### config.mk
export PLATFORM = sky130hd
export DESIGN_NAME = tfhe_pu_ctrl_regs_flat
export DESIGN_NICKNAME = d
export VERILOG_FILES = /design/src/rtl/tfhe_pu_ctrl_regs_pkg.sv /design/src/rtl/tfhe_pu_ctrl_regs_if.sv /design/src/rtl/tfhe_pu_ctrl_regs_wr_collect.sv /design/src/rtl/tfhe_pu_ctrl_regs.sv /design/src/flat_wrapper.sv
export SDC_FILE = /design/constraint.sdc
export NUM_CORES = 1
export LEC_CHECK = 0
export CAP_MARGIN = 25
export CORE_ASPECT_RATIO = 2
export CORE_MARGIN = 8
export CORE_UTILIZATION = 55
export CTS_CLUSTER_SIZE = 25
export DETAILED_ROUTE_END_ITERATION = 10
export PLACE_DENSITY = 0.85
export SLEW_MARGIN = 20
export SYNTH_ARGS = -nofsm -noshare
export SYNTH_HDL_FRONTEND = slang
export SYNTH_SLANG_ARGS = --single-unit
### constraint.sdc
create_clock -name sys_clk -period 13.7 [get_ports sys_clk]
set_clock_uncertainty 0.05 [all_clocks]
set_input_delay 2.74 -clock sys_clk [delete_from_list [all_inputs] [get_ports sys_clk]]
set_output_delay 2.74 -clock sys_clk [all_outputs]
set_load 0.01 [all_outputs]
### src/rtl/tfhe_pu_ctrl_regs_pkg.sv
// tfhe_pu_regs_pkg: shared definitions for the TFHE PU control/status register block.
//   - byte offsets of every register in the map
//   - bit positions inside CTRL and STATUS
//   - AXI response codes
//   - write/read FSM state types
package tfhe_pu_regs_pkg;

    localparam int unsigned OFF_ID      = 32'h00;
    localparam int unsigned OFF_CTRL    = 32'h04;
    localparam int unsigned OFF_STATUS  = 32'h08;
    localparam int unsigned OFF_LED     = 32'h0C;
    localparam int unsigned OFF_SCRATCH = 32'h10;
    localparam int unsigned OFF_CNT_LO  = 32'h18;
    localparam int unsigned OFF_CNT_HI  = 32'h1C;

    localparam int CTRL_START_BIT   = 0;
    localparam int CTRL_IRQ_EN_BIT  = 1;
    localparam int STATUS_BUSY_BIT  = 0;
    localparam int STATUS_DONE_BIT  = 1;

    typedef enum logic [1:0] {
        RESP_OKAY   = 2'b00,
        RESP_SLVERR = 2'b10
    } axi_resp_e;

    typedef enum logic {
        W_COLLECT,
        W_RESP
    } wr_state_e;

    typedef enum logic {
        R_IDLE,
        R_DATA
    } rd_state_e;

endpackage

### src/rtl/tfhe_pu_ctrl_regs_if.sv
// tfhe_pu_ctrl_regs_if: AXI4-Lite bundle between the XDMA bridge master and the
// register block.
//   master modport: drives AW/W/AR payloads and valids, bready, rready.
//   slave modport : drives awready/wready/arready, B and R channels.
interface tfhe_pu_ctrl_regs_if #(
    parameter int ADDR_WIDTH = 12
);
    logic [ADDR_WIDTH-1:0] awaddr;
    logic                  awvalid;
    logic                  awready;
    logic [31:0]           wdata;
    logic [3:0]            wstrb;
    logic                  wvalid;
    logic                  wready;
    logic [1:0]            bresp;
    logic                  bvalid;
    logic                  bready;
    logic [ADDR_WIDTH-1:0] araddr;
    logic                  arvalid;
    logic                  arready;
    logic [31:0]           rdata;
    logic [1:0]            rresp;
    logic                  rvalid;
    logic                  rready;

    modport master (
        output awaddr, awvalid, wdata, wstrb, wvalid, bready, araddr, arvalid, rready,
        input  awready, wready, bresp, bvalid, arready, rdata, rresp, rvalid
    );

    modport slave (
        input  awaddr, awvalid, wdata, wstrb, wvalid, bready, araddr, arvalid, rready,
        output awready, wready, bresp, bvalid, arready, rdata, rresp, rvalid
    );
endinterface

### src/rtl/tfhe_pu_ctrl_regs_wr_collect.sv
// tfhe_pu_axil_wr_collect: AW/W holding registers plus the AXI-Lite write FSM.
//   clk, rst                      : clock, async active-high reset
//   awaddr/awvalid/awready        : AW channel
//   wdata/wstrb/wvalid/wready     : W channel
//   bresp/bvalid/bready           : B channel
//   commit, commit_addr/data/strb : one-cycle write strobe to the register file
//   commit_resp                   : decode result for commit_addr, latched into bresp
//
// State table
//   W_COLLECT | accepting AW and W independently; commit when both are available
//   W_RESP    | bvalid held until bready, no new AW/W accepted
module tfhe_pu_axil_wr_collect
    import tfhe_pu_regs_pkg::*;
#(
    parameter int ADDR_WIDTH = 12
) (
    input  logic                  clk,
    input  logic                  rst,
    input  logic [ADDR_WIDTH-1:0] awaddr,
    input  logic                  awvalid,
    output logic                  awready,
    input  logic [31:0]           wdata,
    input  logic [3:0]            wstrb,
    input  logic                  wvalid,
    output logic                  wready,
    output logic [1:0]            bresp,
    output logic                  bvalid,
    input  logic                  bready,
    output logic                  commit,
    output logic [ADDR_WIDTH-1:0] commit_addr,
    output logic [31:0]           commit_data,
    output logic [3:0]            commit_strb,
    input  axi_resp_e             commit_resp
);

    wr_state_e             state;
    logic [ADDR_WIDTH-1:0] aw_addr_q;
    logic [31:0]           w_data_q;
    logic [3:0]            w_strb_q;
    logic                  aw_have;
    logic                  w_have;

    // In W_COLLECT a low ready means that channel's holding register is full.
    // The commit fires in the same cycle the second channel handshakes, taking
    // the live bus value for whichever channel is still being accepted.
    always_comb begin
        aw_have     = !awready || awvalid;
        w_have      = !wready || wvalid;
        commit      = (state == W_COLLECT) && aw_have && w_have;
        commit_addr = awready ? awaddr : aw_addr_q;
        commit_data = wready ? wdata : w_data_q;
        commit_strb = wready ? wstrb : w_strb_q;
    end

    always_ff @(posedge clk or posedge rst) begin
        if (rst) begin
            state     <= W_COLLECT;
            awready   <= 1'b1;
            wready    <= 1'b1;
            bvalid    <= 1'b0;
            bresp     <= RESP_OKAY;
            aw_addr_q <= '0;
            w_data_q  <= '0;
            w_strb_q  <= '0;
        end else begin
            case (state)
                W_COLLECT: begin
                    if (awready && awvalid) aw_addr_q <= awaddr;
                    if (wready && wvalid) begin
                        w_data_q <= wdata;
                        w_strb_q <= wstrb;
                    end
                    if (commit) begin
                        state   <= W_RESP;
                        awready <= 1'b0;
                        wready  <= 1'b0;
                        bvalid  <= 1'b1;
                        bresp   <= commit_resp;
                    end else begin
                        if (awvalid) awready <= 1'b0;
                        if (wvalid)  wready  <= 1'b0;
                    end
                end
                W_RESP: begin
                    if (bready) begin
                        state   <= W_COLLECT;
                        bvalid  <= 1'b0;
                        awready <= 1'b1;
                        wready  <= 1'b1;
                    end
                end
                default: state <= W_COLLECT;
            endcase
        end
    end

endmodule

### src/rtl/tfhe_pu_ctrl_regs.sv
// tfhe_pu_ctrl_regs: AXI4-Lite register block for the TFHE PU (ID, CTRL,
// STATUS, LED, SCRATCH), driving LEDs, the PU start pulse and the interrupt.
//   sys_clk, sys_rst : clock, async active-high reset
//   s_axil           : AXI-Lite slave (tfhe_pu_ctrl_regs_if.slave)
//   pu_busy, pu_done : PU busy level and completion pulse
//   pu_start, irq    : one-cycle start pulse, level interrupt
//   leds             : board LEDs
// Optional: define TFHE_PU_REGS_CYCLE_CNT_EN to add a 64-bit cycle counter at
// 0x18 (low word, snapshots high) / 0x1C (snapshot); otherwise both are unmapped.
//
// State table (read path)
//   R_IDLE | arready high, waiting for arvalid
//   R_DATA | rvalid high with stable payload until rready
module tfhe_pu_ctrl_regs
    import tfhe_pu_regs_pkg::*;
#(
    parameter int          ADDR_WIDTH = 12,
    parameter logic [31:0] ID_VALUE   = 32'h5446_4845,
    parameter int          LED_WIDTH  = 8
) (
    input  logic                 sys_clk,
    input  logic                 sys_rst,
    tfhe_pu_ctrl_regs_if.slave   s_axil,
    input  logic                 pu_busy,
    input  logic                 pu_done,
    output logic                 pu_start,
    output logic                 irq,
    output logic [LED_WIDTH-1:0] leds
);

    function automatic logic hit(input logic [ADDR_WIDTH-1:0] addr, input int unsigned off);
        logic [ADDR_WIDTH-1:0] a;
        a      = addr;
        a[1:0] = 2'b00;
        return a == ADDR_WIDTH'(off);
    endfunction

    logic                  commit;
    logic [ADDR_WIDTH-1:0] c_addr;
    logic [31:0]           c_data;
    logic [3:0]            c_strb;
    logic [31:0]           c_mask;
    axi_resp_e             wr_resp;

    tfhe_pu_axil_wr_collect #(.ADDR_WIDTH(ADDR_WIDTH)) u_wr (
        .clk         (sys_clk),
        .rst         (sys_rst),
        .awaddr      (s_axil.awaddr),
        .awvalid     (s_axil.awvalid),
        .awready     (s_axil.awready),
        .wdata       (s_axil.wdata),
        .wstrb       (s_axil.wstrb),
        .wvalid      (s_axil.wvalid),
        .wready      (s_axil.wready),
        .bresp       (s_axil.bresp),
        .bvalid      (s_axil.bvalid),
        .bready      (s_axil.bready),
        .commit      (commit),
        .commit_addr (c_addr),
        .commit_data (c_data),
        .commit_strb (c_strb),
        .commit_resp (wr_resp)
    );

    logic                 irq_en;
    logic                 done;
    logic                 busy_q;
    logic [LED_WIDTH-1:0] led_q;
    logic [31:0]          scratch;
    logic                 wr_ctrl, wr_status, wr_led, wr_scratch;

    assign c_mask     = {{8{c_strb[3]}}, {8{c_strb[2]}}, {8{c_strb[1]}}, {8{c_strb[0]}}};
    assign wr_ctrl    = commit && hit(c_addr, OFF_CTRL);
    assign wr_status  = commit && hit(c_addr, OFF_STATUS);
    assign wr_led     = commit && hit(c_addr, OFF_LED);
    assign wr_scratch = commit && hit(c_addr, OFF_SCRATCH);
    assign leds       = led_q;

    // ID writes are accepted and dropped; only truly unmapped offsets error.
    always_comb begin
        wr_resp = RESP_SLVERR;
        if (hit(c_addr, OFF_ID) || hit(c_addr, OFF_CTRL) || hit(c_addr, OFF_STATUS) ||
            hit(c_addr, OFF_LED) || hit(c_addr, OFF_SCRATCH))
            wr_resp = RESP_OKAY;
`ifdef TFHE_PU_REGS_CYCLE_CNT_EN
        if (hit(c_addr, OFF_CNT_LO) || hit(c_addr, OFF_CNT_HI))
            wr_resp = RESP_OKAY;
`endif
    end

    always_ff @(posedge sys_clk or posedge sys_rst) begin
        if (sys_rst) begin
            irq_en   <= 1'b0;
            done     <= 1'b0;
            busy_q   <= 1'b0;
            led_q    <= '0;
            scratch  <= '0;
            pu_start <= 1'b0;
            irq      <= 1'b0;
        end else begin
            busy_q   <= pu_busy;
            pu_start <= wr_ctrl && c_strb[0] && c_data[CTRL_START_BIT];
            if (wr_ctrl && c_strb[0]) irq_en <= c_data[CTRL_IRQ_EN_BIT];
            // A completion pulse beats a simultaneous write-1-to-clear.
            if (pu_done)
                done <= 1'b1;
            else if (wr_status && c_strb[0] && c_data[STATUS_DONE_BIT])
                done <= 1'b0;
            irq <= irq_en & done;
            if (wr_led)
                led_q <= (led_q & ~c_mask[LED_WIDTH-1:0]) | (c_data[LED_WIDTH-1:0] & c_mask[LED_WIDTH-1:0]);
            if (wr_scratch)
                scratch <= (scratch & ~c_mask) | (c_data & c_mask);
        end
    end

    logic ar_fire;
    assign ar_fire = s_axil.arready && s_axil.arvalid;

`ifdef TFHE_PU_REGS_CYCLE_CNT_EN
    logic [63:0] cyc_cnt;
    logic [31:0] cnt_hi_snap;

    // Reading the low word freezes the high word so the pair is coherent.
    always_ff @(posedge sys_clk or posedge sys_rst) begin
        if (sys_rst) begin
            cyc_cnt     <= '0;
            cnt_hi_snap <= '0;
        end else begin
            if (commit && hit(c_addr, OFF_CNT_LO))
                cyc_cnt <= '0;
            else
                cyc_cnt <= cyc_cnt + 64'd1;
            if (ar_fire && hit(s_axil.araddr, OFF_CNT_LO))
                cnt_hi_snap <= cyc_cnt[63:32];
        end
    end
`endif

    logic [31:0] rd_data;
    axi_resp_e   rd_resp;

    always_comb begin
        rd_data = '0;
        rd_resp = RESP_OKAY;
        if (hit(s_axil.araddr, OFF_ID))
            rd_data = ID_VALUE;
        else if (hit(s_axil.araddr, OFF_CTRL))
            rd_data[CTRL_IRQ_EN_BIT] = irq_en;
        else if (hit(s_axil.araddr, OFF_STATUS)) begin
            rd_data[STATUS_BUSY_BIT] = busy_q;
            rd_data[STATUS_DONE_BIT] = done;
        end
        else if (hit(s_axil.araddr, OFF_LED))
            rd_data[LED_WIDTH-1:0] = led_q;
        else if (hit(s_axil.araddr, OFF_SCRATCH))
            rd_data = scratch;
`ifdef TFHE_PU_REGS_CYCLE_CNT_EN
        else if (hit(s_axil.araddr, OFF_CNT_LO))
            rd_data = cyc_cnt[31:0];
        else if (hit(s_axil.araddr, OFF_CNT_HI))
            rd_data = cnt_hi_snap;
`endif
        else
            rd_resp = RESP_SLVERR;
    end

    rd_state_e rd_state;

    always_ff @(posedge sys_clk or posedge sys_rst) begin
        if (sys_rst) begin
            rd_state       <= R_IDLE;
            s_axil.arready <= 1'b1;
            s_axil.rvalid  <= 1'b0;
            s_axil.rdata   <= '0;
            s_axil.rresp   <= RESP_OKAY;
        end else begin
            case (rd_state)
                R_IDLE: begin
                    if (ar_fire) begin
                        rd_state       <= R_DATA;
                        s_axil.arready <= 1'b0;
                        s_axil.rvalid  <= 1'b1;
                        s_axil.rdata   <= rd_data;
                        s_axil.rresp   <= rd_resp;
                    end
                end
                R_DATA: begin
                    if (s_axil.rready) begin
                        rd_state       <= R_IDLE;
                        s_axil.rvalid  <= 1'b0;
                        s_axil.arready <= 1'b1;
                    end
                end
                default: rd_state <= R_IDLE;
            endcase
        end
    end

endmodule

### src/flat_wrapper.sv
// flat-port wrapper written by rule: the top's interface ports become plain ports
module tfhe_pu_ctrl_regs_flat import tfhe_pu_regs_pkg::*;
#(
    parameter int          ADDR_WIDTH = 12,
    parameter logic [31:0] ID_VALUE   = 32'h5446_4845,
    parameter int          LED_WIDTH  = 8
)
  (sys_clk, sys_rst, pu_busy, pu_done, pu_start, irq, leds, s_axil_awaddr, s_axil_awvalid, s_axil_wdata, s_axil_wstrb, s_axil_wvalid, s_axil_bready, s_axil_araddr, s_axil_arvalid, s_axil_rready, s_axil_awready, s_axil_wready, s_axil_bresp, s_axil_bvalid, s_axil_arready, s_axil_rdata, s_axil_rresp, s_axil_rvalid);
  tfhe_pu_ctrl_regs_if #(.ADDR_WIDTH(ADDR_WIDTH)) s_axil_i ();
  input  logic sys_clk;
  input  logic sys_rst;
  input  logic pu_busy;
  input  logic pu_done;
  output logic pu_start;
  output logic irq;
  output logic [LED_WIDTH-1:0] leds;
  input wire logic [$bits(s_axil_i.awaddr)-1:0] s_axil_awaddr;
  input wire logic [$bits(s_axil_i.awvalid)-1:0] s_axil_awvalid;
  input wire logic [$bits(s_axil_i.wdata)-1:0] s_axil_wdata;
  input wire logic [$bits(s_axil_i.wstrb)-1:0] s_axil_wstrb;
  input wire logic [$bits(s_axil_i.wvalid)-1:0] s_axil_wvalid;
  input wire logic [$bits(s_axil_i.bready)-1:0] s_axil_bready;
  input wire logic [$bits(s_axil_i.araddr)-1:0] s_axil_araddr;
  input wire logic [$bits(s_axil_i.arvalid)-1:0] s_axil_arvalid;
  input wire logic [$bits(s_axil_i.rready)-1:0] s_axil_rready;
  output wire logic [$bits(s_axil_i.awready)-1:0] s_axil_awready;
  output wire logic [$bits(s_axil_i.wready)-1:0] s_axil_wready;
  output wire logic [$bits(s_axil_i.bresp)-1:0] s_axil_bresp;
  output wire logic [$bits(s_axil_i.bvalid)-1:0] s_axil_bvalid;
  output wire logic [$bits(s_axil_i.arready)-1:0] s_axil_arready;
  output wire logic [$bits(s_axil_i.rdata)-1:0] s_axil_rdata;
  output wire logic [$bits(s_axil_i.rresp)-1:0] s_axil_rresp;
  output wire logic [$bits(s_axil_i.rvalid)-1:0] s_axil_rvalid;
  assign s_axil_i.awaddr = s_axil_awaddr;
  assign s_axil_i.awvalid = s_axil_awvalid;
  assign s_axil_i.wdata = s_axil_wdata;
  assign s_axil_i.wstrb = s_axil_wstrb;
  assign s_axil_i.wvalid = s_axil_wvalid;
  assign s_axil_i.bready = s_axil_bready;
  assign s_axil_i.araddr = s_axil_araddr;
  assign s_axil_i.arvalid = s_axil_arvalid;
  assign s_axil_i.rready = s_axil_rready;
  assign s_axil_awready = s_axil_i.awready;
  assign s_axil_wready = s_axil_i.wready;
  assign s_axil_bresp = s_axil_i.bresp;
  assign s_axil_bvalid = s_axil_i.bvalid;
  assign s_axil_arready = s_axil_i.arready;
  assign s_axil_rdata = s_axil_i.rdata;
  assign s_axil_rresp = s_axil_i.rresp;
  assign s_axil_rvalid = s_axil_i.rvalid;
  tfhe_pu_ctrl_regs #(.ADDR_WIDTH(ADDR_WIDTH), .ID_VALUE(ID_VALUE), .LED_WIDTH(LED_WIDTH)) u_core (.sys_clk(sys_clk), .sys_rst(sys_rst), .s_axil(s_axil_i), .pu_busy(pu_busy), .pu_done(pu_done), .pu_start(pu_start), .irq(irq), .leds(leds));
endmodule
Yosys cells after proc, flatten, opt, wreduce, memory -nomap -nowiden

Index checks and enable logic that the tools add are counted.
W data, S select, Z words.

Muxes and demuxes: 42
Eq/ne operators: 14
Reduce and logical (&&, ||, !) cells: 32
Bitwise operators: 11

Operators with widths:

| kind                  | number |
|---|---|
| $mux W32              | 3 |
| $and A32 B32 Y32      | 2 |
| $mux W30              | 2 |
| $eq A10 B2 Y1 const B | 4 |
| $not A32 Y32          | 1 |
| $or A32 B32 Y32       | 1 |
| $mux W24              | 1 |
| $eq A10 B1 Y1 const B | 2 |
| $eq A10 B3 Y1 const B | 2 |
| $logic_not A10 Y1     | 2 |
| $mux W1               | 19 |
| $and A8 B8 Y8         | 2 |
| $reduce_and A2 Y1     | 8 |
| $mux W2               | 7 |
| $pmux W1 S2           | 7 |
| $logic_and A1 B1 Y1   | 13 |
| $mux W12              | 1 |
| $mux W8               | 1 |
| $not A8 Y8            | 1 |
| $or A8 B8 Y8          | 1 |
| $logic_or A1 B1 Y1    | 6 |
| $ne A3 B2 Y1 const B  | 2 |
| $mux W4               | 1 |
| $ne A2 B1 Y1 const B  | 2 |
| 5 further kinds       | 8 |

Bits in registers: 136
Output and inout bits: 51
Logic and storage cells: 119
Input bits: 69

Logic depth before layout (Yosys ltp)

Depth in word-level cells: 9
Depth in mapped cells: 6
Mapped depth without buffers: 4

Hierarchy

From an unflattened synthesis, not the netlist that was laid out.

Cell total of the unflattened synthesis: 436
Area, all modules: 6120.9 µm²

By module, submodules not included:

| module                  | times used | area an instance (µm²) | cells an instance | sequential area each (µm²) |
|---|---|---|---|---|
| tfhe_pu_ctrl_regs       | 1          | 3340.7                 | 259               | 2028.2 |
| tfhe_pu_axil_wr_collect | 1          | 2780.2                 | 177               | 1353.8 |

Worst setup path after synthesis

No wires, ideal clock.

Path kind: input -> register
Start point: in s_axil_awaddr[6]
End point: reg (tool-made name)
Stages on the path: 5
Path slack: 9.234 ns
Path buffers: 1
Arrival time: 4.291 ns
Data required time: 13.525 ns
Library setup time: 0.125 ns
Cell sequence: or4b_4 > o22ai_4 > o2111a_1 > buf_6 > mux2_4

RTL lines:

| item        | RTL line           | source |
|---|---|---|
| from (decl) | flat_wrapper.sv:17 | `input wire logic [$bits(s_axil_i.awaddr)-1:0] s_axil_awaddr;` |

Worst setup path in the final report

Start point: reg u_core.u_wr.wready
End point: out s_axil_wready

RTL lines:

| item                   | RTL line                           | source |
|---|---|---|
| from (decl)            | tfhe_pu_ctrl_regs_wr_collect.sv:25 | `output logic wready,` |
| from (signal assigned) | tfhe_pu_ctrl_regs_wr_collect.sv:59 | `wready <= 1'b1;` |
| from (signal assigned) | tfhe_pu_ctrl_regs_wr_collect.sv:76 | `wready <= 1'b0;` |
| from (signal assigned) | tfhe_pu_ctrl_regs_wr_collect.sv:81 | `if (wvalid) wready <= 1'b0;` |
| to (decl)              | flat_wrapper.sv:27                 | `output wire logic [$bits(s_axil_i.wready)-1:0] s_axil_wready;` |

No word-level cell between the ends.

==> metrics.md <==
| Metric | Value |
|---|---|
| Status | `completed` |
| Core box area | `10400 um2` |
| Ys Warns | `0` |
| Syn_area_per_cell | `13.6 um2` |
| Post-Syn Area | `5830 um2` |
| Ys async rst share | `100%` |
| Post-route ant nets | `0` |
| Vias | `4002` |
| Clock Tree Buf Depth | `2` |
| Combinational share of power | `26.5%` |
| Total CTS buffers | `17` |
| Number of setup buffers added after CTS | `0` |
| Crit path time final | `5.13 ns` |
| Reg-to-Reg Start | `u_core.u_wr.awready` |
| Final TNS setup | `0 ns` |
| # H-tree levels | `4` |
| Internal power | `1.04 mW` |
| Crit path capture | `s_axil_wready` |
| Gp weighted congestion | `0.837` |
| Antenna fix cells | `0` |
| Slew margin rel. | `30.9%` |
| Detailed Route WL | `14.2 mm` |
| Fmax | `195 MHz` |
| Beginning of the critical path | `u_core.u_wr.wready` |
| Routed vias/inst | `5.77` |
| Min-Delay Path Class | `flop to flop` |
| I/O Buffers | `113` |
| Leakage power | `3.40 nW` |
| Std cell rows | `53` |
| Endpoints failing setup | `0` |
| CTS Root Cell | `clkbuf_16` |
| Crit path required time | `10.91 ns` |
| Overall power | `1.45 mW` |
| Setup CP Type | `flop to output port` |
| Initial antenna violation count | `0` |
| Area grow syn2layout | `32.3%` |
| Die height | `162 um` |
| Total die area | `14400 um2` |
| RSZ-0062 raised after global routing | `false` |
| Number of global-route vias before repair | `4534` |
| Crit path max fanout | `40` |
| CTS sink cnt | `132` |
| WHS Path Cells | `2` |
| Number of max-cap violations | `0` |
| Pre-CTS WS | `8.25 ns` |
| Total GRT Usage | `21.6%` |
| Layout cells sized above 1 | `28.4%` |
| Final period util | `37.5%` |
| Chip width | `88.8 um` |
| Top FF cell, synth | `dfrtp_1` |
| Worst slew pin tran | `1.04 ns` |
| Sequential cell area fraction in the yosys report | `56.7%` |
| Slew Viols, Final | `0` |
| Cells after Synth | `429` |
| Critical-path cell list | `clkdlybuf4s50_1` |
| Post_cts resized | `0` |
| First-pass GRT wire length | `23.2 mm` |
| NetSw | `412 uW` |
| Reg2Reg Depth | `4` |
| Clk pin slew, worst setup/hold paths | `0.06 ns` |
| Initial DRC count | `167` |
| Average wire per standard cell | `20.5 um` |
| Post-DP HPWL | `9.91 mm` |
| Final worst slack | `8.57 ns` |
| CP max stage cell | `dfstp_2` |
| Drc violations | `0` |
| Crit path depth | `1` |
| Switch share | `28.3%` |
| Setup crit end kind | `output port` |
| Peak VDD IR | `0.141 mV` |
| Power Density | `188 nW/um2` |
| Initial core utilization | `56.0%` |
| Drt pass-1 iters | `4` |
| Placed Area | `7070 um2` |
| WP data arrival | `2.34 ns` |
| Seq pwr share | `40.4%` |
| GRT overflow | `0` |
| Yosys cell types | `53` |
| Delay-heaviest family, CP | `flip-flops` |
| IO Count | `120` |
| Final instance area | `7720 um2` |
| CTS tree | `done` |
| Flops & latches, synth | `132` |
| Buf/Inv on CP | `1` |
| Hold buffer count at CTS | `0` |
| Final Hold Vio Count | `0` |
| Core Util, Final | `74.1%` |
| Nets | `613` |
| Fillcell total | `703` |
| Number of synthesized flops with an enable pin | `0` |
| Startpoint Class | `flop` |
| Max incr delay on CP | `1.22 ns` |
| Clk pwr share | `33.1%` |
| Reg-to-reg slack, setup | `10.75 ns` |
| Clock Latency Late Sink | `0.42 ns` |
| Largest net degree at the start of global routing | `75` |
==> layer usage <==
layer  up-vias  share of wire, %  track usage [%]
met2       125                56             37.3
met3        28               4.7             5.45
met4         0               3.0             11.6
met1      2051                36             22.8
met5         -                 0                0
li1       1798                 -                -
==> how the worst min path moves through the flow <==
stage | from | end
4_1_cts | flop | u_core.s_axil.rdata[5]
3_5_place_dp | flop | u_core.s_axil.rdata[7]
2_1_floorplan | flop | u_core.s_axil.rdata[5]
3_3_place_gp | flop | u_core.s_axil.rdata[5]
5_1_grt | flop | u_core.s_axil.rdata[27]
6_report | u_core.s_axil.rdata[1] | u_core.s_axil.rdata[1]
==> placed cells by master, fill, tap and decap left out, drive strengths merged, types with 3 or more instances in the layout <==
cell type      netlist  layout
clkinvlp             0       3
nand3                9       9
nor3b                3       3
a21oi               16      16
nand4                5       5
clkinv               0       5
dfstp                3       3
nand3b               4       4
clkbuf              16      21
nand2               23      23
bufinv               0       4
o2111ai              3       3
nor3                 4       4
nor2                15      15
buf                  6       3
nor4                 3       3
o21ai                6       6
mux2               123     123
nand2b               4       4
dfrtp              129     129
clkdlybuf4s50        0     113
a22o                16      16
inv                  6       6
==> stage by stage <==
| stage | hold WS, ns | cells |
|---|---|---|
| floorplan | 0.393 | 430 |
| global placement | 0.405 | 661 |
| detailed placement | 0.414 | 661 |
| CTS | 0.435 | 693 |
| global route | 0.450 | 694 |
| finish | 0.438 | 694 |
==> layout make-up <==
type,instances,area [um2],share of cell area (%)
well taps,137,171,2.22
clock inverters,12,179,2.32
inverters,6,27.5,0.357
flip-flops and latches,132,3310,42.9
clock buffers,20,457,5.92
multi-input cells,270,2410,31.3
repair buffers,117,1160,15.0
==> power groups by stage <==
stage / clock network, mW / registers, mW / logic [mW]
after floorplan: 0 / 0.560 / 0.271
after global placement: 0 / 0.584 / 0.370
after detailed placement: 0 / 0.593 / 0.387
after CTS: 0.490 / 0.587 / 0.390
after global routing: 0.507 / 0.603 / 0.420
final: 0.481 / 0.588 / 0.385
==> cells in the mapped netlist (all sizes together) (4+ instances only) <==
library cell,n,share of area (%)
nand2,23,1.5
a22o,16,2.4
mux2,123,24
nand3,9,0.77
o21ai,6,0.52
buf,6,0.69
nor2,15,0.97
nand4,5,1.6
nand3b,4,0.52
clkbuf,16,1.0
a21oi,16,1.4
nand2b,4,0.43
dfrtp,129,55
nor3,4,0.43
inv,6,0.39
==> cell families (layout without fill, tap and decap cells) <==
family | after synthesis | after routing | share of synthesized area, %
compound gates | 57 | 57 | 7.23
buf+inv | 28 | 155 | 2.10
flops | 132 | 132 | 56.7
mux | 125 | 125 | 24.6
other cells | 1 | 2 | 0.0643
simple gates | 86 | 86 | 9.27
Power figures use the tool's default switching activity.
